--- src/rtl/fetch_pkg.sv ---
// Shared types and constants for the instruction fetch stage.
package fetch_pkg;

  localparam int unsigned FETCH_ADDR_WIDTH  = 8;
  localparam int unsigned FETCH_DATA_WIDTH  = 8;
  localparam int unsigned FETCH_QUEUE_DEPTH = 2;

  localparam logic [FETCH_ADDR_WIDTH-1:0] RESET_PC = '0;

  typedef struct packed {
    logic [FETCH_DATA_WIDTH-1:0] instruction;
    logic [FETCH_ADDR_WIDTH-1:0] pc;
  } fetch_entry_t;

endpackage

--- src/rtl/fetch_skid_queue.sv ---
// Two-entry FIFO of fetched {instruction, pc} pairs with flush; push and pop may coincide.
module fetch_skid_queue
  import fetch_pkg::*;
(
  input  logic         clk,
  input  logic         rst_n,
  input  logic         i_push,
  input  fetch_entry_t i_push_entry,
  input  logic         i_pop,
  input  logic         i_flush,
  output logic [1:0]   o_count,
  output fetch_entry_t o_head
);

  fetch_entry_t r_mem [FETCH_QUEUE_DEPTH];
  logic         r_rd_ptr;
  logic         r_wr_ptr;
  logic [1:0]   r_count;
  logic [1:0]   w_count_d;

  always_comb begin
    w_count_d = r_count;
    if (i_flush) begin
      w_count_d = '0;
    end else if (i_push && !i_pop) begin
      w_count_d = r_count + 2'd1;
    end else if (i_pop && !i_push) begin
      w_count_d = r_count - 2'd1;
    end
  end

  // Depth is two, so single-bit pointers simply toggle.
  always_ff @(posedge clk or negedge rst_n) begin
    if (!rst_n) begin
      for (int i = 0; i < FETCH_QUEUE_DEPTH; i++) begin
        r_mem[i] <= '0;
      end
      r_rd_ptr <= 1'b0;
      r_wr_ptr <= 1'b0;
      r_count  <= '0;
    end else begin
      if (i_flush) begin
        r_rd_ptr <= 1'b0;
        r_wr_ptr <= 1'b0;
      end else begin
        if (i_push) begin
          r_mem[r_wr_ptr] <= i_push_entry;
          r_wr_ptr        <= ~r_wr_ptr;
        end
        if (i_pop) begin
          r_rd_ptr <= ~r_rd_ptr;
        end
      end
      r_count <= w_count_d;
    end
  end

  assign o_count = r_count;
  assign o_head  = r_mem[r_rd_ptr];

  push_not_full_a : assert property (@(posedge clk) disable iff (!rst_n)
    !(i_push && !i_flush && (r_count == 2'(FETCH_QUEUE_DEPTH))));

endmodule

--- src/rtl/instruction_fetch.sv ---
// Fetch stage: PC, credit-based issue to a 1-cycle synchronous memory, and a 2-entry
// output queue feeding the decoder over valid/ready, with jump redirect and flush.
module instruction_fetch
  import fetch_pkg::*;
#(
  parameter int unsigned ADDR_WIDTH = FETCH_ADDR_WIDTH,
  parameter int unsigned DATA_WIDTH = FETCH_DATA_WIDTH
) (
  input  logic                  clk,
  input  logic                  rst_n,
  input  logic                  i_fetch_en,
  input  logic                  i_jump_valid,
  input  logic [ADDR_WIDTH-1:0] i_jump_target,
  output logic                  o_mem_rd_en,
  output logic [ADDR_WIDTH-1:0] o_mem_addr,
  input  logic [DATA_WIDTH-1:0] i_mem_rdata,
  output logic                  o_instr_valid,
  input  logic                  i_instr_ready,
  output logic [DATA_WIDTH-1:0] o_instruction,
  output logic [ADDR_WIDTH-1:0] o_instr_pc
);

  logic [ADDR_WIDTH-1:0] r_pc;
  logic [ADDR_WIDTH-1:0] r_tag;
  logic                  r_inflight;

  logic [1:0]   w_count;
  logic [1:0]   w_occupancy;
  logic         w_pop;
  logic         w_push;
  logic         w_squash;
  logic         w_issue;
  fetch_entry_t w_head;
  fetch_entry_t w_push_entry;

  assign o_instr_valid = (w_count != 2'd0);
  assign w_pop         = o_instr_valid & i_instr_ready;
  assign w_occupancy   = w_count + {1'b0, r_inflight};

  // Reset gates the strobe combinationally so the memory sees no read while held in reset.
  assign w_issue = rst_n & i_fetch_en & !i_jump_valid
                 & ((w_occupancy - {1'b0, w_pop}) < 2'd2);

  // Data returning in a jump cycle belongs to the old stream and is dropped.
  assign w_squash     = r_inflight & i_jump_valid;
  assign w_push       = r_inflight & !w_squash;
  assign w_push_entry = '{instruction: i_mem_rdata, pc: r_tag};

  always_ff @(posedge clk or negedge rst_n) begin
    if (!rst_n) begin
      r_pc       <= ADDR_WIDTH'(RESET_PC);
      r_tag      <= '0;
      r_inflight <= 1'b0;
    end else begin
      if (i_jump_valid) begin
        r_pc <= i_jump_target;
      end else if (w_issue) begin
        r_pc <= r_pc + ADDR_WIDTH'(1);
      end
      if (w_issue) begin
        r_tag <= r_pc;
      end
      r_inflight <= w_issue;
    end
  end

  fetch_skid_queue u_queue (
    .clk          (clk),
    .rst_n        (rst_n),
    .i_push       (w_push),
    .i_push_entry (w_push_entry),
    .i_pop        (w_pop),
    .i_flush      (i_jump_valid),
    .o_count      (w_count),
    .o_head       (w_head)
  );

  assign o_mem_rd_en   = w_issue;
  assign o_mem_addr    = r_pc;
  assign o_instruction = o_instr_valid ? w_head.instruction : '0;
  assign o_instr_pc    = o_instr_valid ? w_head.pc : '0;

endmodule

--- config.mk ---
export PLATFORM = sky130hd
export DESIGN_NAME = instruction_fetch
export DESIGN_NICKNAME = d
export VERILOG_FILES = /design/src/rtl/fetch_pkg.sv /design/src/rtl/fetch_skid_queue.sv /design/src/rtl/instruction_fetch.sv
export SDC_FILE = /design/constraint.sdc
export NUM_CORES = 1
export LEC_CHECK = 0
export ABC_AREA = 1
export BUFFER_PORTS_ARGS = -buffer_cell sky130_fd_sc_hd__buf_2
export CAP_MARGIN = 20
export CORE_UTILIZATION = 49
export CTS_CLUSTER_SIZE = 10
export DETAILED_ROUTE_END_ITERATION = 10
export PLACE_DENSITY_LB_ADDON = 0.12
export SETUP_SLACK_MARGIN = 0.2
export SYNTH_ARGS = -nofsm -noshare
export SYNTH_HDL_FRONTEND = slang
export SYNTH_SLANG_ARGS = --single-unit
--- constraint.sdc ---
create_clock -name clk -period 2.6 [get_ports clk]
set_input_delay 0.13 -clock clk [delete_from_list [all_inputs] [get_ports clk]]
set_output_delay 0.13 -clock clk [all_outputs]
set_load 0.05 [all_outputs]
After elaboration in Yosys (flattened, before gate mapping)
Index checks and enable logic that the tools add are counted.

Add/subtract/negate cells: 5. Magnitude comparators: 4. Muxes and demuxes: 17. Bitwise operators: 11. Reduce and logical (&&, ||, !) cells: 13.

Operator list (count): 16-bit two-way mux (4); 32-bit bitwise mux (1); 8-bit two-way mux (4); 16-bit demux with 1-bit select (1); 8-bit by 1-bit adder with 8-bit output (second input constant) (1); 2-bit nonzero test (4); 1-bit AND (6); 2-bit two-way mux (3); 2-bit greater-or-equal comparator (second input constant) (2); 1-bit logical NOT (4); 1-bit two-way mux (4); 1-bit inverter with 2-bit output (2); 1-bit logical AND (3); 1-bit inverter (3); 3-bit nonzero test (1); 2-bit by 1-bit adder with 2-bit output (1); 2-bit by 1-bit adder with 2-bit output (second input constant) (1); 2-bit by 1-bit < comparator with 1-bit output (second input constant) (1); 2-bit < comparator (second input constant) (1); 2-bit AND reduction (1); 2-bit by 1-bit subtractor with 2-bit output (1); 2-bit by 1-bit subtractor with 2-bit output (second input constant) (1).

Flip-flop bits (word level): 53.

Longest topological paths before layout
Gate-level depths: netlist (run 1).

Depth in word-level cells: 8. Gate-level depth with buffers: 11. Depth with buffers taken out: 10.

Cells and area by module
A second synthesis (run 1) with hierarchy kept.

Cells, all modules: 335. Area, all modules: 2900.3 µm².

By module, submodules not included: fetch_skid_queue (area each 1789.2 µm², instances 1, cells each 168, sequential area each 900.9 µm²); instruction_fetch (area each 1111.1 µm², instances 1, cells each 167, sequential area each 425.4 µm²).

Worst setup path after synthesis (run 1)
Ideal clock, no wire load.

Kind: register -> register. From: reg u_queue.r_count[1] (netlist: u_queue.o_count[1]). To: reg r_tag[2]. Setup slack: 816 ps. Required time: 2477 ps. Arrival time: 1661 ps. Stages on the path, launching flop included: 11. Path through: dfrtp_1 > nor2_2 > nor2_2 > ha_1 > inv_1 > nand2_1 > nand3_2 > inv_2 > nor2_4 > buf_6 > o21ai_1.

Word-level cells in the longest chain between the ends: 5. Elaborated cells on any way between the ends: 6.

Ends and longest elaborated chain: start: declaration (line fetch_skid_queue.sv:18) `logic [1:0] r_count;`; start signal: assignment (line fetch_skid_queue.sv:54) `r_count <= w_count_d;`; branches (longest 2 deep; another with 2-bit by 1-bit adder with 2-bit output); 2-bit by 1-bit subtractor with 2-bit output * (line instruction_fetch.sv:42) `& ((w_occupancy - {1'b0, w_pop}) < 2'd2);`; 2-bit < comparator * (line instruction_fetch.sv:42); 1-bit AND * (line instruction_fetch.sv:42); named net o_mem_rd_en (line instruction_fetch.sv:14) `output logic o_mem_rd_en,`; end signal: assignment (line instruction_fetch.sv:61) `r_tag <= r_pc;`; end: declaration (line instruction_fetch.sv:24) `logic [ADDR_WIDTH-1:0] r_tag;`.

Mark *: on every way through the listed nets, which the timed path passes. A chain may end at the register's enable or synchronous reset.

Worst setup path after layout (run 1)
From: reg u_queue.r_count[1] (netlist: u_queue.o_count[1]). To: out o_mem_rd_en.

Word-level cells in the longest chain between the ends: 5. Elaborated cells on any way between the ends: 6.

Ends and longest elaborated chain (line): branches (longest 2 deep; another with 2-bit by 1-bit adder with 2-bit output); 2-bit by 1-bit subtractor with 2-bit output * (instruction_fetch.sv:42); 2-bit < comparator * (instruction_fetch.sv:42); 1-bit AND * (instruction_fetch.sv:42); end: declaration (instruction_fetch.sv:14).

Every way passes the cells marked *.

==> results.md, run 1 <==
* Worst path max stage delay at 0.44 ns
* Peak supply drop at 388 µV
* Reg2reg end: o_mem_addr[6]$_DFFE_PN0P_
* Clk buf depth at 2
* WS Path Type: flip-flop to primary output
* Slew HR at 38.6%
* CP Launch Point: u_queue.o_count[1]$_DFFE_PN0P_
* Post-synthesis register bit count at 53
* Area of the die at 5550 µm²
* DR DRC count at 0
* Util after Layout at 58.7%
* TritonCTS Buffers at 5
* Syn_nets at 344
* Root Driver: clkbuf_8
* Seq pwr share at 48.7%
* Vias per cell at 4.85
* Worst path cell trace: nor2_2 > nor2_2 > ha_1 > inv_1 > nand2_1 > nand3_2 > nand2_2 > nor2_4 > buf_2
* Filler cell count at 531
* Final min period at 2.09 ns
* Storage element area at 1330 µm²
* Cell Int Power at 0.00139 W
* Critical-path maximum fanout at 6
* ANT nets after route at 0
* Initial antenna violation count at 0
* Worst reg2reg path startpoint: u_queue.o_count[1]$_DFFE_PN0P_
* Cell types with the highest counts after synthesis: nand2_1 (108), dfrtp_1 (53), o21ai_0 (36)
* Crit path capture: o_mem_rd_en
* Clk Latency, worst-skew pair at 0.32 ns
* FP Rows at 26
* Total number of vias at 2135
* Final net count at 392
* Die width at 74.5 µm
* Avg Cell Area, Syn at 8.02 µm²
* Gr usage total at 20.5%
* Crit path launch type: flip-flop
* Crit path capture type: primary output
* Post-synth ARST share at 100%
* Detailed Route WL at 5.19 mm
* Antenna Cells at 0
* Top-area cell type share of the netlist area at 51.5%
* Yosys top cell by area: dfrtp_1
* Core Footprint at 5070 µm²
* Final setup fails at 0
* Post-Synthesis Cell Area at 2570 µm²
* Most common cell in the netlist: nand2_1
* I/O Buffers at 46
* Area grow syn2layout at 15.8%
* Number of cells on the worst reg-to-reg path at 9
* Slowest-stage cell, CP: dfrtp_1
* Gpl congestion at 0.833
* Area of the multi-input gates at 1040 µm²
* Hold Startpoint: i_jump_target[6]
* Max Fclk at 478 MHz
* Synth warn at 0
* Pwr/cell area at 759 nW/µm²
* R2r setup slk at 0.81 ns
* Worst EP arrival at 1.96 ns
* Required @ worst endpoint at 2.47 ns
* Primary FF master, synth: dfrtp_1
* Combinational Power Share at 30.2%
* Cells after Synth at 321
* Pin count of the biggest net entering global routing at 54
* Max cap viols at 0
* Sw Share at 38.3%
* RSZ-0062 raised after global routing: no
* Detailed Place HPWL at 3.37 mm
* Die height at 74.5 µm
* DRT iter0 DRCs at 141
* Area contributors post-synth: dfrtp_1 (52%), nand2_1 (16%), o21ai_0 (7.0%), inv_1 (4.5%), a21oi_1 (3.5%)
* Clock Pin Slew Worst Setup and Hold Paths at 0.10 ns
* Final Cycle Share at 80.4%
* Global route overflow at 0
* Initial Util at 50.7%
* DR pass1 iterations at 4
* Clk network pwr share at 21.1%
* Clock sinks at 53
* Run status: finished, final reports clean
* Fin. max-slew vios at 0
* Fraction of layout cells with a size suffix above 1 at 22.2%
* Drt wl/cell at 11.8 µm
* Leakage at 1.54 nW
* Setup TNS at 0 ns
* Clock H-tree levels at 2
* PostCTS Resize Cnt at 0
* First-pass GRT wire length at 8.58 mm
* Num ports at 47
* Worst Tran Pin Value at 0.919 ns
* Clock skew at 0.0103 ns
* Worst hold-check path type: primary input to flip-flop
* Seq/Total Area, Yosys at 51.5%
* Post-synth EDFFs at 0
* Total net switching power at 0.000867 W
* CTS tree: yes
* Synth unique cells at 21
* Final Hold Viols at 0
* Vias in the first global route at 1936
* CP most frequent cell: nor2_2
what timing repair did:
item | in CTS | in global routing
hold buffers | 1 | 0
hold endpoints to repair | 53 | 0
endpoints found under the setup margin | 0 | 1
buffers inserted | 0 | 5
sequential cells by signal (all words and copies together), names as in the netlist:
name              flops
r_tag                 8
r_inflight            1
u_queue.r_wr_ptr      1
u_queue.r_mem        32
u_queue.o_count       2
u_queue.r_rd_ptr      1
o_mem_addr            8
critical path: cells and delay by family, from the launching register on:
family | cells | cell delay, ns
adders and majority gates | 1 | 0.21
buffers and inverters | 2 | 0.37
DFF | 1 | 0.44
and+or+nand+nor | 6 | 0.63
cell type report:
type | instances | area share, %
flip-flops and latches | 53 | 44.5
multi-input cells | 220 | 35.1
repair buffers | 55 | 10.1
inverters | 34 | 4.28
well taps | 70 | 2.94
clock buffers | 5 | 2.31
clock inverters | 3 | 0.840
cell families (layout without fill, tap and decap cells):
group | after synthesis | after routing | synth area share [%]
compound gates | 65 | 65 | 12.7
xor+xnor | 2 | 2 | 0.681
fa+ha+maj | 2 | 2 | 0.972
buf+inv | 48 | 97 | 7.88
flops | 53 | 53 | 51.5
simple gates | 151 | 151 | 26.2
per-layer routing:
layer,track usage [%],vias to the layer above,wire length (µm)
met5,0,-,0
met4,6.29,0,57
met3,4.61,6,185
met2,35.3,41,2490
met1,25.5,971,2460
li1,-,1117,-
worst min-delay path by stage:
stage	end	slack [ns]	cells after the start
finish	o_mem_addr[6]$_DFFE_PN0P_	0.03	3
global route	o_mem_addr[2]$_DFFE_PN0P_	0.02	3
CTS	o_mem_addr[6]$_DFFE_PN0P_	0.02	3
detailed placement	u_queue.r_wr_ptr$_DFFE_PN0P_	0.32	2
global placement	u_queue.o_count[0]$_DFFE_PN0P_	0.32	2
floorplan	o_mem_addr[0]$_DFFE_PN0P_	-0.17	0
cell usage in the layout, fill, tap and decap left out, types with 5 or more instances in the layout:
cell type    n
nand2_1    108
nand3_1     16
o21ai_0     36
dfrtp_1     53
inv_1       31
buf_4        8
nand2_2      6
o21ai_1     10
nand3_2      8
a21oi_1     18
clkbuf_8     5
nor2_1       8
buf_2       46
per-stage QoR:
| step | setup WS (ns) | instance area [µm²] | hold WS (ns) | instances | total power, W |
|---|---|---|---|---|---|
| finish | 0.509 | 2980 | 0.0262 | 440 | 0.00226 |
| detailed placement | 0.584 | 2840 | 0.317 | 426 | 0.00180 |
| CTS | 0.239 | 2940 | 0.0196 | 435 | 0.00228 |
| floorplan | 0.816 | 2570 | -0.166 | 321 | 0.00162 |
| global placement | 0.635 | 2840 | 0.315 | 426 | 0.00178 |
| global route | 0.379 | 2980 | 0.0205 | 440 | 0.00241 |
power by group through the flow:
stage | registers (W) | clock network [W] | logic (W)
4_1_cts | 0.00110 | 0.000490 | 0.000686
2_1_floorplan | 0.00115 | 0 | 0.000473
6_report | 0.00110 | 0.000477 | 0.000683
5_1_grt | 0.00112 | 0.000521 | 0.000767
3_5_place_dp | 0.00112 | 0 | 0.000682
3_3_place_gp | 0.00111 | 0 | 0.000671
Power figures use the tool's default switching activity.
==> run 2, diff against run 1 <==
- ABC_AREA: 1 -> 0
- clock period: 2.6 -> 2.07 ns (I/O delays scaled with it)
==> results.md, run 2 <==
* Run status: finished, final reports clean
* Dpl cell area at 2940 µm²
* Reg2reg end: r_tag[3]$_DFFE_PN0P_
* Vias in the first global route at 1841
* Die width at 74.0 µm
* Die height at 74.0 µm
* ANT nets after route at 0
* TritonCTS Buffers at 5
* Area of the die at 5470 µm²
* WS Path Type: flip-flop to primary output
* Worst reg2reg path startpoint: u_queue.o_count[1]$_DFFE_PN0P_
* Most frequent cells in the layout: dfrtp_1 (52), buf_2 (45), mux2_2 (32)
* Clk buf depth at 2
* Worst path cell trace: nor2_4 > nor2_4 > ha_4 > nor2b_4 > xor2_2 > nor3_4 > buf_12 > buf_12
* I/O Buffers at 46
* Worst path max stage delay at 0.43 ns
* Post-synth ARST share at 100%
* R2r setup slk at 0.11 ns
* Worst hold-check path type: primary input to flip-flop
* Slowest-stage cell, CP: dfrtp_2
* Clock sinks at 53
* Tot Pwr at 0.00272 W
* Post-Synthesis Cell Area at 2540 µm²
* Gpl congestion at 0.842
* Synth unique cells at 37
* Avg Cell Area, Syn at 12.1 µm²
* Clock H-tree levels at 2
* Root Driver: clkbuf_8
* Antenna Cells at 0
* Num ports at 47
* Cells after Synth at 210
* Setup TNS at 0 ns
* Max Fclk at 505 MHz
* Seq/Total Area, Yosys at 52.3%
* Final min period at 1.98 ns
* Initial antenna violation count at 0
* Pwr/cell area at 848 nW/µm²
* Final Cycle Share at 95.7%
* Core Footprint at 4850 µm²
* First-pass GRT wire length at 8.27 mm
* DR pass1 iterations at 5
* Initial Util at 52.3%
* Detailed Route WL at 4.73 mm
* Crit path capture: o_mem_rd_en
* Yosys top cell by area: dfrtp_1
* Crit path capture type: primary output
* Required @ worst endpoint at 1.97 ns
* Crit path launch type: flip-flop
* Pin count of the biggest net entering global routing at 54
* Max FFs per register at 32
* Fraction of layout cells with a size suffix above 1 at 45.6%
* CP Launch Point: u_queue.o_count[1]$_DFFE_PN0P_
* Total number of vias at 1826
* FP Rows at 25
* Synth warn at 0
* Number of cells on the worst reg-to-reg path at 9
* Critical-path maximum fanout at 4
* DRT iter0 DRCs at 108
* Finished Layout Cells at 341
* Post-synth EDFFs at 0
* Vias per cell at 5.35
* RSZ-0062 raised after global routing: yes
* Final setup fails at 0
* Drt wl/cell at 13.9 µm
* DR DRC count at 0
* Leakage at 1.49 nW
* CTS tree: yes
* Final Instance Area at 3210 µm²
* Primary FF master, synth: dfrtp_1
* Worst path depth at 8
* Area grow syn2layout at 26.5%
* Post-synthesis register bit count at 53
* Clock skew at 0.0100 ns
* Crit path max-delay family: flip-flops
* Max cap viols at 0
* Final Hold Viols at 0
* Slew HR at 57.0%
* Top-area cell type share of the netlist area at 52.3%
* Clk Latency, worst-skew pair at 0.30 ns
* Fin. max-slew vios at 0
* Peak supply drop at 412 µV
* Worst EP arrival at 1.88 ns
* WP buf/inv at 2
* Top reg by flops: u_queue.r_mem
* Most common cell after layout, fill and taps aside: dfrtp_1
* Detailed Place HPWL at 3.20 mm
* Clock Pin Slew Worst Setup and Hold Paths at 0.09 ns
* Hold path cells at 3
* Most common cell in the netlist: dfrtp_1
* Syn_nets at 233
* Cell types with the highest counts after synthesis: dfrtp_1 (53), mux2_2 (32), nor2_1 (29)
* Cells after DPL at 322
* Final net count at 296
* Gr usage total at 20.0%
* Area contributors post-synth: dfrtp_1 (52%), mux2_2 (14%), mux2i_1 (6.3%), mux2_4 (4.7%), nor2_1 (4.3%)
* Worst Tran Pin Value at 0.646 ns
* Global route overflow at 0
-- run 2: cell types whose count changed after synthesis, moves of 9 or more --
cell | previous run | this run
a21oi_1 | 18 | 1
inv_1 | 31 | 6
mux2_2 | 0 | 32
mux2i_1 | 0 | 16
nand2_1 | 108 | 6
nor2_1 | 8 | 29
o21ai_0 | 36 | 3
o21ai_1 | 10 | 1
-- run 2: kinds of logic after synthesis --
group | synth area share (%)
compound gates | 4.88
buf+inv | 2.96
xor+xnor | 2.07
flops | 52.3
fa+ha+maj | 0.986
simple gates | 11.6
mux | 25.2
-- run 2: repair_timing --
item	in CTS	in global routing
pin swaps	9	5
resized for setup	9	5
buffers inserted	8	1
hold endpoints to repair	54	0
hold buffers	2	0
setup endpoints to repair	14	17
-- run 2: layer usage --
layer	wire [µm]	track usage [%]	vias to the layer above
li1	-	-	867
met3	185	3.25	7
met2	2310	33.7	48
met4	81	8.33	0
met1	2150	25.6	904
met5	0	0	-
-- run 2: area by class of cell --
cell class	count	area (µm²)
clock buffer	7	86.3
clock inverter	1	30.0
tap	67	83.8
sequential	53	1330
inverter	6	22.5
timing repair buffer	66	437
multi-input combinational	141	1220
fill	384	1640
-- run 2: worst min path at each step --
stage / end / start / slack (ns)
5_1_grt: o_mem_addr[0]$_DFFE_PN0P_ / i_jump_target[0] / 0.04
2_1_floorplan: o_mem_addr[0]$_DFFE_PN0P_ / rst_n / -0.19
3_3_place_gp: o_mem_addr[2]$_DFFE_PN0P_ / rst_n / 0.31
6_report: o_mem_addr[3]$_DFFE_PN0P_ / i_jump_target[3] / 0.02
4_1_cts: o_mem_addr[3]$_DFFE_PN0P_ / i_jump_target[3] / 0.001
3_5_place_dp: u_queue.o_count[0]$_DFFE_PN0P_ / rst_n / 0.31
-- run 2: per-stage QoR --
stage | worst slack [ns] | util [%] | hold slack [ns]
detailed placement | 0.0267 | 60.6 | 0.313
global route | 0.0219 | 66.2 | 0.0427
finish | 0.0890 | 66.2 | 0.0237
global placement | 0.0875 | 60.6 | 0.312
CTS | 0.0775 | 65.5 | 0.00131
floorplan | -0.420 | - | -0.192
-- run 2: power by group --
part,internal [W],switching (W)
Combinational,0.000313,0.000302
Sequential,0.00125,0.000142
Clock,0.000394,0.000315
Total,0.00196,0.000759
-- run 2: worst min-delay path, stage by stage --
cell and delay [ns]:
buf_2 0.08, nand2_1 0.04, nand3_1 0.07
==> run 3, diff against run 2 <==
- CTS_BUF_LIST: unset -> sky130_fd_sc_hd__clkbuf_16
- MAX_ROUTING_LAYER: unset -> met4
- SETUP_SLACK_MARGIN: 0.2 -> 0.05
==> results.md, run 3 (synthesis gave the netlist of run 2 again) <==
* Max FFs per register at 32
* Final setup fails at 0
* Clk buf depth at 2
* Max Fclk at 503 MHz
* ANT nets after route at 0
* Final net count at 294
* Die height at 74.0 µm
* Initial antenna violation count at 0
* Setup TNS at 0 ns
* Root Driver: clkbuf_16
* Sw Share at 27.5%
* Die width at 74.0 µm
* Slew HR at 57.0%
* Final Instance Area at 3170 µm²
* Gpl congestion at 0.900
* Dpl cell area at 2950 µm²
* Vias in the first global route at 1663
* Worst EP arrival at 1.88 ns
* Initial Util at 52.3%
* Fraction of layout cells with a size suffix above 1 at 43.9%
* Pin count of the biggest net entering global routing at 54
* I/O Buffers at 46
* Drt wl/cell at 13.7 µm
* Crit path capture type: primary output
* Clock H-tree levels at 2
* Global route overflow at 0
* Final Cycle Share at 96.0%
* Worst reg2reg path startpoint: u_queue.o_count[1]$_DFFE_PN0P_
* Setup ws final at 0.0830 ns
* Max cap viols at 0
* Pwr/cell area at 868 nW/µm²
* DRT iter0 DRCs at 83
* Final Hold Viols at 0
* FP Rows at 25
* Most frequent cells in the layout: dfrtp_1 (52), buf_2 (45), mux2_2 (32)
* WS Path Type: flip-flop to primary output
* Critical-path maximum fanout at 9
* Clock Pin Slew Worst Setup and Hold Paths at 0.06 ns
* Core Footprint at 4850 µm²
* Crit path launch type: flip-flop
* Post-CTS Hold Buffers at 0
* Detailed Place HPWL at 3.25 mm
* Cells after DPL at 323
* Peak supply drop at 349 µV
* Combinational Power Share at 21.9%
* Required @ worst endpoint at 1.97 ns
* Worst Tran Pin Value at 0.645 ns
* Tot Pwr at 0.00275 W
* CP Launch Point: u_queue.o_count[1]$_DFFE_PN0P_
* Final min period at 1.99 ns
* Cell Int Power at 0.00199 W
* First-pass GRT wire length at 7.78 mm
* Area grow syn2layout at 24.9%
* Gr usage total at 19.5%
* Area of the die at 5470 µm²
* Num ports at 47
* Most common cell after layout, fill and taps aside: dfrtp_1
* Top reg by flops: u_queue.r_mem
* Seq pwr share at 50.6%
* Antenna Cells at 0
* Finished Layout Cells at 338
* Detailed Route WL at 4.65 mm
* Total number of vias at 1769
* Clk network pwr share at 27.5%
* Vias per cell at 5.23
* Total net switching power at 0.000757 W
* TritonCTS Buffers at 5
* Clock sinks at 53
* Clk Latency, worst-skew pair at 0.28 ns
* RSZ-0062 raised after global routing: yes
* CTS tree: yes
* Fin. max-slew vios at 0
* Leakage at 1.48 nW
* Worst hold-check path type: primary input to asynchronous set/reset pin
* DR pass1 iterations at 4
* Run status: finished, final reports clean
* Pre-CTS WS at 0.0169 ns
* DR DRC count at 0
* Clock skew at 0.00568 ns
run 3: through the flow:
stage,utilization [%],hold WS (ns)
final,65.3,0.0265
after global routing,65.3,0.0561
after detailed placement,60.7,0.330
after global placement,60.7,0.333
after floorplan,-,-0.192
after CTS,64.8,0.0369
run 3: power by group through the flow:
stage	clock [W]	combinational (W)	sequential, W
6_report	0.000756	0.000603	0.00139
5_1_grt	0.000826	0.000658	0.00142
4_1_cts	0.000777	0.000607	0.00139
3_5_place_dp	0	0.000596	0.00141
3_3_place_gp	0	0.000582	0.00141
2_1_floorplan	0	0.000417	0.00142
run 3: worst paths after layout:
kind	endpoint	cells after the start	slack, ns
worst max-delay path	o_mem_rd_en	8	0.08
worst min-delay path	o_mem_addr[1]$_DFFE_PN0P_	2	0.03
worst max register to register	o_mem_addr[7]$_DFFE_PN0P_	8	0.09
worst min register to register	u_queue.r_mem[25]$_DFFE_PN0P_	1	0.50
max in group asynchronous	u_queue.o_count[1]$_DFFE_PN0P_	2	1.57
min in group clk	o_mem_addr[3]$_DFFE_PN0P_	3	0.04
run 3: timing repair:
action                                  4_1_cts  5_1_grt
gates resized for setup                       5        1
setup buffers                                 5        3
pin swaps                                     2        4
endpoints found under the hold margin         0        0
endpoints found under the setup margin        4        7
run 3: layer usage:
layer / share of wire, % / track usage [%] / up-vias
met3: 3.8 / 3.66 / 5
li1: - / - / 865
met2: 47 / 30.6 / 43
met5: 0 / - / -
met1: 48 / 26.2 / 856
met4: 1.1 / 5.13 / 0
run 3: final cells by class:
type                    count  area, µm²
well taps                  67       83.8
clock inverters             2       7.51
flip-flops and latches     53       1330
repair buffers             64        404
clock buffers               5        125
inverters                   6       22.5
fillers                   380       1680
multi-input cells         141       1200
run 3: worst max-delay path, cell delays in order, from the launching register on:
cell and delay (ns):
dfrtp_2 0.42, nor2_4 0.14, nor2_4 0.06, ha_4 0.27, nor2b_4 0.04, xor2_2 0.19, nor3_4 0.17, buf_12 0.16
buf_8 0.14
